[config.mk]
export PLATFORM = sky130hd
export DESIGN_NAME = tff_bank_arbiter_flat
export DESIGN_NICKNAME = d
export VERILOG_FILES = /design/src/rtl/tff_bank_arbiter_if.sv /design/src/rtl/tff_bank_arbiter.sv /design/src/flat_wrapper.sv
export SDC_FILE = /design/constraint.sdc
export NUM_CORES = 1
export LEC_CHECK = 0
export ABC_AREA = 0
export BUFFER_PORTS_ARGS = -buffer_cell sky130_fd_sc_hd__buf_4
export CORE_ASPECT_RATIO = 1.25
export CORE_MARGIN = 8
export CORE_UTILIZATION = 44
export CTS_CLUSTER_DIAMETER = 60
export DETAILED_ROUTE_END_ITERATION = 8
export GPL_TIMING_DRIVEN = 0
export HOLD_SLACK_MARGIN = 0.03
export PLACE_DENSITY = 0.77
export REMOVE_ABC_BUFFERS = 1
export SLEW_MARGIN = 25
export SYNTH_ARGS = -nofsm -noshare
export SYNTH_HDL_FRONTEND = slang
export SYNTH_SLANG_ARGS = --single-unit
[constraint.sdc]
create_clock -name clk -period 1.7 [get_ports clk]
set_input_delay 0.34 -clock clk [delete_from_list [all_inputs] [get_ports clk]]
set_output_delay 0.34 -clock clk [all_outputs]
set_load 0.02 [all_outputs]
[src/rtl/tff_bank_arbiter_if.sv]
// Requester-side bus of the shared toggle/clear flip-flop bank.
// Mask lanes are packed so requester i occupies bits [i*W +: W].
interface tff_bank_arbiter_if #(
  parameter int NREQ = 4,
  parameter int W    = 8
);
  logic [NREQ-1:0]         req_valid;
  logic [NREQ-1:0]         req_clr;
  logic [NREQ-1:0][W-1:0]  req_mask;
  logic [NREQ-1:0]         req_ready;
  logic [W-1:0]            q;
  logic                    busy;
  logic [$clog2(NREQ)-1:0] gnt_id;

  modport master (
    output req_valid, req_clr, req_mask,
    input  req_ready, q, busy, gnt_id
  );

  modport slave (
    input  req_valid, req_clr, req_mask,
    output req_ready, q, busy, gnt_id
  );
endinterface

[src/rtl/tff_bank_arbiter.sv]
// Round-robin arbiter sharing one W-bit bank of reset/toggle flip-flops
// between NREQ requesters, with GAP settle cycles after each operation.

module tff_bank_arbiter_rt_ff (
  input  logic clk,
  input  logic rst_n,
  input  logic clr,
  input  logic r,
  input  logic t,
  output logic q
);
  // Clear wins over toggle, as in a single RT flip-flop.
  always_ff @(posedge clk or negedge rst_n) begin
    if (!rst_n)       q <= 1'b0;
    else if (clr | r) q <= 1'b0;
    else if (t)       q <= ~q;
  end
endmodule

module tff_bank_arbiter #(
  parameter int NREQ = 4,
  parameter int W    = 8,
  parameter int GAP  = 1
) (
  input  logic              clk,
  input  logic              rst_n,
  input  logic              clr_all,
  tff_bank_arbiter_if.slave bus
);
  localparam int IDW = $clog2(NREQ);

  typedef enum logic [1:0] {S_IDLE, S_GRANT, S_GAP} state_t;

  state_t          state, nxt;
  logic [IDW-1:0]  ptr, win, pick, idx;
  logic [3:0]      gap_cnt;
  logic [NREQ-1:0] ready;
  logic [W-1:0]    tog, clr_bits, q_bits;
  logic            any_vld, fire;
  int              s;

  assign any_vld = |bus.req_valid;
  assign fire    = (state == S_GRANT) && bus.req_valid[win] && !clr_all;

  // Walk offsets high to low so the lowest offset from ptr wins.
  always_comb begin
    pick = '0;
    idx  = '0;
    s    = 0;
    for (int o = NREQ-1; o >= 0; o--) begin
      s = int'(ptr) + o;
      if (s >= NREQ) s = s - NREQ;
      idx = IDW'(s);
      if (bus.req_valid[idx]) pick = idx;
    end
  end

  always_comb begin
    nxt      = state;
    ready    = '0;
    tog      = '0;
    clr_bits = '0;
    case (state)
      S_IDLE:  if (any_vld) nxt = S_GRANT;
      S_GRANT: begin
        if (fire) begin
          ready[win] = 1'b1;
          if (bus.req_clr[win]) clr_bits = bus.req_mask[win];
          else                  tog      = bus.req_mask[win];
          nxt = (GAP == 0) ? S_IDLE : S_GAP;
        end else begin
          nxt = S_IDLE;
        end
      end
      S_GAP:   if (gap_cnt == 4'(GAP-1)) nxt = S_IDLE;
      default: nxt = S_IDLE;
    endcase
    if (clr_all) nxt = S_IDLE;
  end

  always_ff @(posedge clk or negedge rst_n) begin
    if (!rst_n) begin
      state   <= S_IDLE;
      ptr     <= '0;
      win     <= '0;
      gap_cnt <= '0;
    end else begin
      state <= nxt;
      if (state == S_IDLE && any_vld && !clr_all) win <= pick;
      if (fire) ptr <= (win == IDW'(NREQ-1)) ? '0 : win + 1'b1;
      if (state == S_GRANT)   gap_cnt <= '0;
      else if (state == S_GAP) gap_cnt <= gap_cnt + 1'b1;
    end
  end

  for (genvar b = 0; b < W; b++) begin : g_bit
    tff_bank_arbiter_rt_ff u_ff (
      .clk   (clk),
      .rst_n (rst_n),
      .clr   (clr_all),
      .r     (clr_bits[b]),
      .t     (tog[b]),
      .q     (q_bits[b])
    );
  end

  assign bus.req_ready = ready;
  assign bus.q         = q_bits;
  assign bus.busy      = (state != S_IDLE);
  assign bus.gnt_id    = win;
endmodule

[src/flat_wrapper.sv]
// flat-port wrapper written by rule: the top's interface ports become plain ports
module tff_bank_arbiter_flat 
#(
  parameter int NREQ = 4,
  parameter int W    = 8,
  parameter int GAP  = 1
)
  (clk, rst_n, clr_all, bus_req_valid, bus_req_clr, bus_req_mask, bus_req_ready, bus_q, bus_busy, bus_gnt_id);
  tff_bank_arbiter_if #(.NREQ(NREQ), .W(W)) bus_i ();
  input  logic clk;
  input  logic rst_n;
  input  logic clr_all;
  input wire logic [$bits(bus_i.req_valid)-1:0] bus_req_valid;
  input wire logic [$bits(bus_i.req_clr)-1:0] bus_req_clr;
  input wire logic [$bits(bus_i.req_mask)-1:0] bus_req_mask;
  output wire logic [$bits(bus_i.req_ready)-1:0] bus_req_ready;
  output wire logic [$bits(bus_i.q)-1:0] bus_q;
  output wire logic [$bits(bus_i.busy)-1:0] bus_busy;
  output wire logic [$bits(bus_i.gnt_id)-1:0] bus_gnt_id;
  assign bus_i.req_valid = bus_req_valid;
  assign bus_i.req_clr = bus_req_clr;
  assign bus_i.req_mask = bus_req_mask;
  assign bus_req_ready = bus_i.req_ready;
  assign bus_q = bus_i.q;
  assign bus_busy = bus_i.busy;
  assign bus_gnt_id = bus_i.gnt_id;
  tff_bank_arbiter #(.NREQ(NREQ), .W(W), .GAP(GAP)) u_core (.clk(clk), .rst_n(rst_n), .clr_all(clr_all), .bus(bus_i));
endmodule
After elaboration in Yosys (flattened, before gate mapping). Index checks and enable logic that the tools add are counted.

Order comparisons: 10. Equality and inequality tests: 5. Mux-type cells: 56. Add/subtract/negate cells: 9. Bitwise logic cells: 16. Reductions and logical operators: 20.

Operators with widths (number): $mux W8 (7); $mux W2 (13); $mux W1 (23); $reduce_bool A2 Y1 (10); $bmux W8 S2 (1); $mux W4 (4); $lt A2 B3 Y1 const B (5); $bmux W1 S2 (6); $ge A3 B3 Y1 const B (3); $not A1 Y1 (8); $or A1 B1 Y1 (8); $sub A2 B1 Y2 const B (4); $add A2 B2 Y3 const B (2); $ne A3 B2 Y1 const B (2); $pmux W2 S3 (1); $logic_and A1 B1 Y1 (5); $add A4 B1 Y4 const B (1); $eq A2 B2 Y1 const B (2); $logic_not A4 Y1 (1); $reduce_or A4 Y1 (1); $add A2 B1 Y3 const B (1); $ge A2 B3 Y1 const B (1); $add A2 B1 Y2 const B (1); $demux W1 S2 (1); other kinds (5) (5).

Register bits: 18. Logic and storage cells: 128. Input port bits: 43. Output and inout bits: 15.

Longest topological paths before layout.
Depth after elaboration: 9. Mapped depth: 7. Mapped depth without buffers: 6.

Hierarchy. A second synthesis with hierarchy kept.

Cell total of the unflattened synthesis: 134. Area total of the unflattened synthesis: 1436.4 µm².

Modules (own cells, without submodules): tff_bank_arbiter (times used 1, cells an instance 110, seq. area each 250.2 µm², area each 1086.0 µm²); tff_bank_arbiter_rt_ff (times used 8, cells an instance 3, seq. area each 25.0 µm², area each 43.8 µm²).

Worst setup path after synthesis. OpenSTA, ideal clock, no wires.

Kind: flip-flop to output port. From: register u_core.win[0], in the netlist u_core.bus.gnt_id[0]. To: output port bus_req_ready[0]. Arrival time: 1.438 ns. Buffers on the path: 1. Required time: 1.360 ns. Path slack: -0.078 ns. Stages on the path, launching flop included: 6. Path through: dfrtp_1 buf_6 mux2i_1 o22a_1 nor2_1 and2_1.

Word-level cells in the longest chain between the ends: 6. Elaborated cells on any way between the ends: 11. Those cells by class: 2 x order compare; 6 x mux; 3 x reduce/logical.

RTL lines: start, declared (line tff_bank_arbiter.sv:35) `logic [IDW-1:0] ptr, win, pick, idx;`; start signal, assigned (line tff_bank_arbiter.sv:89) `if (state == S_IDLE && any_vld && !clr_all) win <= pick;`; $lt A2 B3 Y1 (not written as such), or another cell as far along (line tff_bank_arbiter.sv:67) `ready[win] = 1'b1;`; $logic_and A1 B1 Y1 (not written as such) or $mux W1 (tied branches) (line tff_bank_arbiter.sv:67, tff_bank_arbiter.sv:43); $mux W1 (not written as such) or $logic_and A1 B1 Y1 (tied branches) (line tff_bank_arbiter.sv:67, tff_bank_arbiter.sv:43); $demux W1 S2 or $logic_and A1 B1 Y1 (tied branches); $mux W4 (*) (line tff_bank_arbiter.sv:66) `if (fire) begin`; $mux W4 (*) (line tff_bank_arbiter.sv:63) `case (state)`; end, declared (line flat_wrapper.sv:16) `output wire logic [$bits(bus_i.req_ready)-1:0] bus_req_ready;`.

Every way passes the cells marked *; elsewhere a longest branch is shown, timed or not. The select of a mux whose other input is x is not followed.

Worst setup path after layout.
From: register u_core.win[0], in the netlist u_core.bus.gnt_id[0]. To: output port bus_req_ready[2].

Same word-level chain as after synthesis.

==> reports/metrics.cfg <==
[sta]
final_hold_viol_count = 0
final.period_utilization = 1.16
final_period_minus_worst_setup_slack_ns = 1.97
timing.final.setup_violations = 12
tightest_slew_ns = 0.738
achievable-frequency_ghz = 0.508
unrepaired_setup_endpoints_after_global_routing = yes
setup_slack_ns = -0.270
timing.final.max_slew_violations = 0
final_total_negative_setup_slack_ns = -1.58
timing.max_slew.rel_slack = 0.504
worst_clock_skew_ns = 0.00170

[setup_path]
worst_r2r_startpoint = u_core.state[1]
worstPathBufferInverterCount = 1
reg2reg_setup_slack_ns = -0.10
cp_max_fo = 5
path_delay_family = flip-flops
reg2reg_to = u_core.g_bit[7].u_ff.q
cp-end-kind = output pin
worstPathRequired_ns = 1.36
timing.critical_path.cells = mux2i_2, o22a_4, nor2_4, and2_4, buf_6
worst-r2r-cell-count = 6
crit_path_dat_ns = 1.63
worstSetupStartpointType = flop
critPathMaxStageDelay_ns = 0.51
cp_slowest_cell = sky130_fd_sc_hd__dfrtp_4
timing_worst_setup_path_type = reg2out

[place]
finalWeightedCongestion = 0.796
hpwl_um = 3060
numPortBuffers = 57
placed_cells_incl_taps = 221
placed_cell_area_um2 = 1800

[logic_synthesis]
seq_area_frac_synth = 0.314
syn_area_per_cell_um2 = 10.2
yosys_most_used_dff = sky130_fd_sc_hd__dfrtp_1
yosys.area.top_type = sky130_fd_sc_hd__dfrtp_1
netlist_area_um2 = 1440
netlist_top_cells_count = sky130_fd_sc_hd__dfrtp_1, sky130_fd_sc_hd__a21oi_1, sky130_fd_sc_hd__inv_1, sky130_fd_sc_hd__nand2b_1, sky130_fd_sc_hd__nor3_1
synthMostInstantiatedCell = sky130_fd_sc_hd__dfrtp_1
synth_warnings = 0
synth-edff-count = 0
ys_types = 34
ys_async_sr_fraction = 1.00
ys_seq_elements = 18
post_synth_inst_count = 141
netlist_top_cells_area = sky130_fd_sc_hd__dfrtp_1, sky130_fd_sc_hd__mux4_2, sky130_fd_sc_hd__ha_1
synthDominantCellAreaShare = 0.314

[drt]
route.antenna.remaining_nets = 0
routed-via-count = 1349
number_of_vias_per_cell_after_detailed_routing = 5.72
detail_route.first_pass.iterations = 4
initialDrtViolationCount = 41
detail_route.wl_per_cell_um = 17.9
remaining_drc_errors = 0
finalWirelength_um = 4230

[global_route]
grt.overflow.total = 0
wire_length_of_the_first_global_routing_pass_um = 6740
grt_antenna_before_repair = 0
globalRouteTotalUtil = 0.161
pin_count_of_the_biggest_net_entering_global_routing = 23
grt_pass1_vias = 1546

[layout]
nFillCells = 266
area_of_combinational_cells_with_multiple_inputs_um2 = 912
fin_area_um2 = 2030
design.final.nets = 252
register_area_um2 = 455
post_route_cells_drive_above_1_share = 0.513
instances_no_fill = 236
syn_to_final_growth_pct = 41.6
final_core_util = 0.643
antennaDiodeCount = 0

[cts]
clockRootBuffer = sky130_fd_sc_hd__clkbuf_8
h-tree-depth = 1
clock_path_buffers = 2
cts_made_buffers = 3
clock_insertion_delay_worst_skew_ns = 0.26
cts_tree = yes
clock_sinks = 18
clk_transition_reported_paths_ns = 0.07

[hold_path]
hold-path-cell-count = 2
holdPathEnd = u_core.state[1]
hp-start = clr_all
hold_path.class = in2reg

[power]
p_leak_nw = 0.950
power_density_nw_per_um2 = 1350
vdd.ir_drop.worst_v = 0.00105

[floorplan]
placeableCoreArea_um2 = 3170
die_w_um = 67.1
fp.dieArea_um2 = 5360
core.rowCount = 23
die_height_um = 79.9
floorplan.initialDensity = 0.454
io_pins = 58

[job]
cap_viol_max_count = 0

[outcome]
violations_in_the_final_reports = negative setup slack
status = finished with violations

-- power by group --
part           switching, mW  leakage (nW)  internal, mW
logic                  0.831         0.691         0.827
registers              0.159         0.230         0.573
clock network          0.148        0.0288         0.206
-- layer usage --
layer / global-route usage / share of wire
met1: 0.160 / 0.36
met2: 0.301 / 0.56
met3: 0.0323 / 0.055
met4: 0.0839 / 0.024
met5: 0 / 0
-- cell usage in the layout, fill, tap and decap left out, drive strengths merged, types with 6 or more instances in the layout --
cell type	synthesis	final
ha	9	9
a21oi	12	12
inv	10	10
dfrtp	18	18
nor3	10	10
nand2b	10	10
a31o	9	9
nor2	6	6
mux4	9	9
buf	12	67
-- final cells by class --
cell class,instances,area share
timing repair buffer,68,0.260
tap,37,0.0228
sequential,18,0.224
inverter,10,0.0185
multi-input combinational,99,0.448
clock buffer,4,0.0271
-- sequential cells by signal, summed over array words and instances, names as in the netlist --
| name | count |
|---|---|
| u_core.state | 2 |
| u_core.bus.gnt_id | 2 |
| u_core.ptr | 2 |
| u_core.g_bit.u_ff.q | 8 |
| u_core.gap_cnt | 4 |
-- stage by stage --
step	hold WS [ns]	power [mW]	worst slack, ns
5_1_grt	0.444	2.93	-0.316
3_3_place_gp	0.224	2.03	-0.586
4_1_cts	0.427	2.70	-0.262
2_1_floorplan	0.0444	1.65	-0.397
3_5_place_dp	0.226	2.08	-0.630
6_report	0.419	2.74	-0.270
-- how the worst max path moves through the flow --
stage                              start               end  slack [ns]  depth (start not counted)
floorplan           u_core.bus.gnt_id[0]  bus_req_ready[0]       -0.40                          4
global placement    u_core.bus.gnt_id[0]  bus_req_ready[3]       -0.59                          5
detailed placement  u_core.bus.gnt_id[0]  bus_req_ready[0]       -0.63                          5
CTS                 u_core.bus.gnt_id[0]  bus_req_ready[0]       -0.26                          5
global route        u_core.bus.gnt_id[0]  bus_req_ready[2]       -0.32                          5
finish              u_core.bus.gnt_id[0]  bus_req_ready[2]       -0.27                          5
-- timing repair --
action | CTS | global route
endpoints found under the hold margin | 18 | 0
endpoints found under the setup margin | 16 | 18
pin swaps | 4 | 2
buffers inserted | 9 | 1
hold buffers | 1 | 0
gates resized for setup | 23 | 3
-- logic make-up after synthesis --
| kind of cell | after synthesis | share of synthesized area |
|---|---|---|
| simple gates | 40 | 0.152 |
| compound gates | 35 | 0.168 |
| buf+inv | 24 | 0.104 |
| flops | 18 | 0.314 |
| mux | 15 | 0.185 |
| fa+ha+maj | 9 | 0.0784 |
No activity file was read; power rests on OpenSTA's default activity.
